==> src/rtl/mux_arbiter_if.sv <==
// Request/data/grant bundle between the two mux sources and the arbiter.
// The arbiter takes the slave side; sources (or a bench) take the master side.
interface mux_arbiter_if;
    logic R0;
    logic R1;
    logic I0;
    logic I1;
    logic G0;
    logic G1;
    logic S;
    logic Y;
    logic VALID;

    modport slave (
        input  R0, R1, I0, I1,
        output G0, G1, S, Y, VALID
    );

    modport master (
        output R0, R1, I0, I1,
        input  G0, G1, S, Y, VALID
    );
endinterface

==> src/rtl/mux_arbiter.sv <==
// Two-source round-robin arbiter that owns the 2:1 mux select line and bounds
// each tenure with a hold counter while the other source is waiting.
//
// state | meaning
// IDLE  | no grant, mux output forced low
// GNT0  | source 0 owns the mux, S=0
// GNT1  | source 1 owns the mux, S=1
module mux_arbiter #(
    parameter int HOLD_MAX = 4,
    parameter int HOLD_W   = 3
) (
    input  logic          Clk,
    input  logic          Resetb,
    mux_arbiter_if.slave  bus
);

    typedef enum logic [2:0] {
        IDLE = 3'b001,
        GNT0 = 3'b010,
        GNT1 = 3'b100
    } state_t;

    localparam logic [HOLD_W-1:0] CNT_LAST = HOLD_W'(HOLD_MAX - 1);

    state_t            state;
    state_t            state_nxt;
    logic [HOLD_W-1:0] cnt;
    logic [HOLD_W-1:0] cnt_nxt;
    logic              last;
    logic              last_nxt;
    logic              req_own;
    logic              req_oth;

    // LAST resets to 1 so source 0 wins the first tie.
    always_ff @(posedge Clk) begin
        if (!Resetb) begin
            state <= IDLE;
            cnt   <= '0;
            last  <= 1'b1;
        end else begin
            state <= state_nxt;
            cnt   <= cnt_nxt;
            last  <= last_nxt;
        end
    end

    always_comb begin
        state_nxt = state;
        cnt_nxt   = cnt;
        last_nxt  = last;
        req_own   = (state == GNT1) ? bus.R1 : bus.R0;
        req_oth   = (state == GNT1) ? bus.R0 : bus.R1;
        unique case (state)
            IDLE: begin
                cnt_nxt = '0;
                if (bus.R0 && bus.R1) begin
                    if (last) state_nxt = GNT0;
                    else      state_nxt = GNT1;
                end else if (bus.R0) begin
                    state_nxt = GNT0;
                end else if (bus.R1) begin
                    state_nxt = GNT1;
                end
            end
            GNT0, GNT1: begin
                // Voluntary release or expired tenure both hand over without a gap.
                if (!req_own || (req_oth && cnt == CNT_LAST)) begin
                    last_nxt = (state == GNT1);
                    cnt_nxt  = '0;
                    if (req_oth) begin
                        if (state == GNT1) state_nxt = GNT0;
                        else               state_nxt = GNT1;
                    end else begin
                        state_nxt = IDLE;
                    end
                end else if (cnt != CNT_LAST) begin
                    cnt_nxt = cnt + HOLD_W'(1);
                end
            end
            default: begin
                state_nxt = IDLE;
                cnt_nxt   = '0;
            end
        endcase
    end

    assign bus.G0    = (state == GNT0);
    assign bus.G1    = (state == GNT1);
    assign bus.S     = (state == GNT1);
    assign bus.VALID = (state == GNT0) || (state == GNT1);
    assign bus.Y     = (state == GNT1) ? bus.I1 :
                       (state == GNT0) ? bus.I0 : 1'b0;

endmodule

==> src/flat_wrapper.sv <==
// flat-port wrapper written by rule: the top's interface ports become plain ports
module mux_arbiter_flat 
#(
    parameter int HOLD_MAX = 4,
    parameter int HOLD_W   = 3
)
  (Clk, Resetb, bus_R0, bus_R1, bus_I0, bus_I1, bus_G0, bus_G1, bus_S, bus_Y, bus_VALID);
  mux_arbiter_if bus_i ();
  input  logic Clk;
  input  logic Resetb;
  input wire logic [$bits(bus_i.R0)-1:0] bus_R0;
  input wire logic [$bits(bus_i.R1)-1:0] bus_R1;
  input wire logic [$bits(bus_i.I0)-1:0] bus_I0;
  input wire logic [$bits(bus_i.I1)-1:0] bus_I1;
  output wire logic [$bits(bus_i.G0)-1:0] bus_G0;
  output wire logic [$bits(bus_i.G1)-1:0] bus_G1;
  output wire logic [$bits(bus_i.S)-1:0] bus_S;
  output wire logic [$bits(bus_i.Y)-1:0] bus_Y;
  output wire logic [$bits(bus_i.VALID)-1:0] bus_VALID;
  assign bus_i.R0 = bus_R0;
  assign bus_i.R1 = bus_R1;
  assign bus_i.I0 = bus_I0;
  assign bus_i.I1 = bus_I1;
  assign bus_G0 = bus_i.G0;
  assign bus_G1 = bus_i.G1;
  assign bus_S = bus_i.S;
  assign bus_Y = bus_i.Y;
  assign bus_VALID = bus_i.VALID;
  mux_arbiter #(.HOLD_MAX(HOLD_MAX), .HOLD_W(HOLD_W)) u_core (.Clk(Clk), .Resetb(Resetb), .bus(bus_i));
endmodule
==> config.mk <==
export PLATFORM = sky130hd
export DESIGN_NAME = mux_arbiter_flat
export DESIGN_NICKNAME = d
export VERILOG_FILES = /design/src/rtl/mux_arbiter_if.sv /design/src/rtl/mux_arbiter.sv /design/src/flat_wrapper.sv
export SDC_FILE = /design/constraint.sdc
export NUM_CORES = 1
export LEC_CHECK = 0
export ABC_CLOCK_PERIOD_IN_PS = 1880
export BUFFER_PORTS_ARGS = -buffer_cell sky130_fd_sc_hd__buf_2
export CAP_MARGIN = 0
export CORE_AREA = 2 2 39 41
export CTS_CLUSTER_DIAMETER = 200
export CTS_CLUSTER_SIZE = 20
export DETAILED_ROUTE_END_ITERATION = 8
export DIE_AREA = 0 0 41 43
export PLACE_DENSITY = 0.51
export SLEW_MARGIN = 20
export SYNTH_ARGS = -nofsm -noshare
export SYNTH_HDL_FRONTEND = slang
export SYNTH_SLANG_ARGS = --single-unit
==> constraint.sdc <==
create_clock -name Clk -period 1.88 [get_ports Clk]
set_input_delay 0.094 -clock Clk [delete_from_list [all_inputs] [get_ports Clk]]
set_output_delay 0.094 -clock Clk [all_outputs]
set_load 0.01 [all_outputs]
==> run_results.csv <==
group,metric,value,unit
cells_and_area,regArea,140,µm²
min_path,holdPathStages,2,
logic_synthesis,synth-edff-count,0,
detailed_routing,wl_per_cell,11.7,µm
worst_setup_path,reg2reg_slack,220,ps
cells_and_area,final_util,38.3,%
cts,cts_resized,0,
cells_and_area,fillers,156,
worst_setup_path,worstSetupPathType,"reg2reg",
min_path,min_to,"u_core.last",
cts,insertion_delay,250,ps
floorplanning,die_w,41,µm
logic_synthesis,post-synth-top-area-fraction,31.4,%
grt,grt_overflow,0,
worst_setup_path,r2r_cells,6,
sta,max_slew_margin,75.0,%
placement,gp_congestion,0.731,
cts,clkTransAtPathRegs,50,ps
floorplanning,fp.dieArea,1760,µm²
logic_synthesis,syn_avg_cell_area,8.43,µm²
grt,grt_pass1_wl,1680,µm
cts,postCtsSetupBuffers,0,
detailed_routing,dr.pass1.iters,4,
logic_synthesis,synthTopCellsByCount,"dfxtp_1 (7), nor2_1 (6), a21oi_1 (4), inv_1 (4), nand2b_1 (4)",
cells_and_area,area_growth,18.8,%
worst_setup_path,r2r-start,"u_core.cnt[0]",
cells_and_area,drive_gt1_share,26.2,%
logic_synthesis,synthCells,53,
floorplanning,core_area,1380,µm²
floorplanning,rows,14,
worst_setup_path,start_kind,"flop",
cts,h-tree-depth,1,
logic_synthesis,ys.flop_type,"dfxtp_1",
sta,slew_viol_final,0,
cts,clk_path_buf_depth,2,
placement,dp_hpwl,746,µm
power,leakage,0.242,nW
sta,max_freq,604,MHz
logic_synthesis,synth_top_cell_by_area,"dfxtp_1",
logic_synthesis,ys_warn_count,0,
sta,tightestPinTransition,374,ps
sta,tns,0,ps
sta,hold_viol,0,
placement,portBuffers,10,
logic_synthesis,synth_most_common_cell,"dfxtp_1",
logic_synthesis,syn_area,447,µm²
cts,clockRootBuffer,"clkbuf_4",
floorplanning,initial_core_util,32.3,%
cells_and_area,nets,74,
cells_and_area,diodes,0,
run_status,status,"completed",
cts,cts_tree,"built",
logic_synthesis,synth_cell_types,29,
grt,grt_pass1_vias,438,
power,power.density,726,nW/µm²
grt,grt_usage,14.4,%
worst_setup_path,crit_fanout,7,
cts,cts_sinks,7,
worst_setup_path,critPathArrivalTime,1810,ps
worst_setup_path,end_kind,"flop",
logic_synthesis,ys_seq_area_share,31.4,%
detailed_routing,routed_wl,950,µm
cts,ctsHoldBuffers,0,
detailed_routing,detail-route-antenna-nets,0,
logic_synthesis,async_reset_ff_share,0,%
logic_synthesis,syn_nets,61,
sta,period_share,88.1,%
sta,final-setup-viol-count,0,
cells_and_area,multi_input_area,279,µm²
floorplanning,pin_count,11,
power,total_power,385,µW
detailed_routing,drtIter0Drc,6,
cts,cts_buffers,3,
worst_setup_path,critPathRequiredTime,2040,ps
sta,fin_skew,3.70,ps
grt,grt_antenna_before_repair,0,
floorplanning,chipHeight,43,µm
logic_synthesis,ys_top_cells_by_area,"dfxtp_1 (31%), ha_1 (5.6%), nand2b_1 (5.6%)",
min_path,hold_class,"in2reg",
sta,layout_min_cycle_time,1660,ps
detailed_routing,via_per_inst,5.11,
detailed_routing,routed-via-count,414,
worst_setup_path,r2r-end,"u_core.state[2]",
detailed_routing,drc_errors,0,
worst_setup_path,startpoint,"u_core.cnt[0]",
job,drv_cap,0,
sta,rsz0062_at_grt,"no",
min_path,holdCritStartpoint,"Resetb",
power,peakVddDrop,370,µV
grt,grt_max_degree,10,
logic_synthesis,ys_ff_latch,7,
[critical path: stages (launching register included)]
cell     delay (ps)
dfxtp_1         350
ha_1            160
ha_1            300
and2_1          210
o32ai_2          90
a21o_1          200
o41ai_2         250
[through the flow]
stage               area, µm²  instances  hold slack, ps  worst slack [ps]
floorplan                 447         53             173               356
detailed placement        504         77             353               231
CTS                       531         81            88.8               213
global placement          504         77             351               266
finish                    531         81            94.1               224
global route              531         81             111               130
[power by group]
group	leakage (nW)	switching (mW)	internal, mW
Sequential	0.0571	0.0162	0.159
Clock	0.0150	0.0540	0.0809
Combinational	0.170	0.0391	0.0367
[registers in the layout, summed over array words and instances (netlist names)]
name / flops
u_core.state: 3
u_core.cnt: 3
u_core.last: 1
[how the worst max path moves through the flow]
stage / cells past startpoint / slack, ps / to
finish: 6 / 220 / u_core.state[2]
floorplan: 7 / 360 / u_core.state[1]
global route: 6 / 130 / u_core.state[2]
global placement: 6 / 270 / u_core.state[2]
CTS: 6 / 210 / u_core.state[2]
detailed placement: 6 / 230 / u_core.state[2]
[metal layers]
| metal | global-route usage [%] | up-vias | wire length (µm) |
|---|---|---|---|
| met1 | 16.4 | 186 | 445 |
| li1 | - | 214 | - |
| met2 | 21.3 | 10 | 431 |
| met4 | 14.0 | 0 | 30 |
| met3 | 1.57 | 4 | 42 |
| met5 | 0 | - | 0 |
[cells in the final DEF, fill, tap and decap left out]
master	n
o221ai_1	1
clkbuf_4	3
nor2b_1	1
inv_1	4
a21bo_2	1
nand3_1	2
a22o_1	1
mux2i_1	1
nor4_1	1
nand2_1	2
a21oi_1	4
xor2_1	1
ha_1	2
buf_2	10
o21ai_0	2
nor3b_2	1
dfxtp_1	7
o21ai_1	1
and2_1	1
nand4_1	1
nand2b_1	4
o41ai_2	1
nand4b_1	1
nor3b_1	1
a21o_1	1
nor2_1	6
o21a_1	1
o22ai_1	1
clkbuf_1	1
o32ai_2	1
[area by class of cell]
cell class | instances | share of cell area [%]
multi-input combinational | 40 | 52.6
clock buffer | 4 | 4.95
timing repair buffer | 10 | 9.43
inverter | 4 | 2.83
sequential | 7 | 26.4
tap | 16 | 3.77
[cells by family (layout without fill, tap and decap cells)]
group                      Yosys count  after routing  share of synthesized area [%]
AOI/OAI and AO/OA                   15             15                           26.1
DFF                                  7              7                           31.4
adders and majority gates            2              2                           5.60
and+or+nand+nor                     21             21                           26.6
xor gates and xnor gates             1              1                           1.96
buffers and inverters                6             18                           6.16
muxes                                1              1                           2.24
Power figures use the tool's default switching activity.
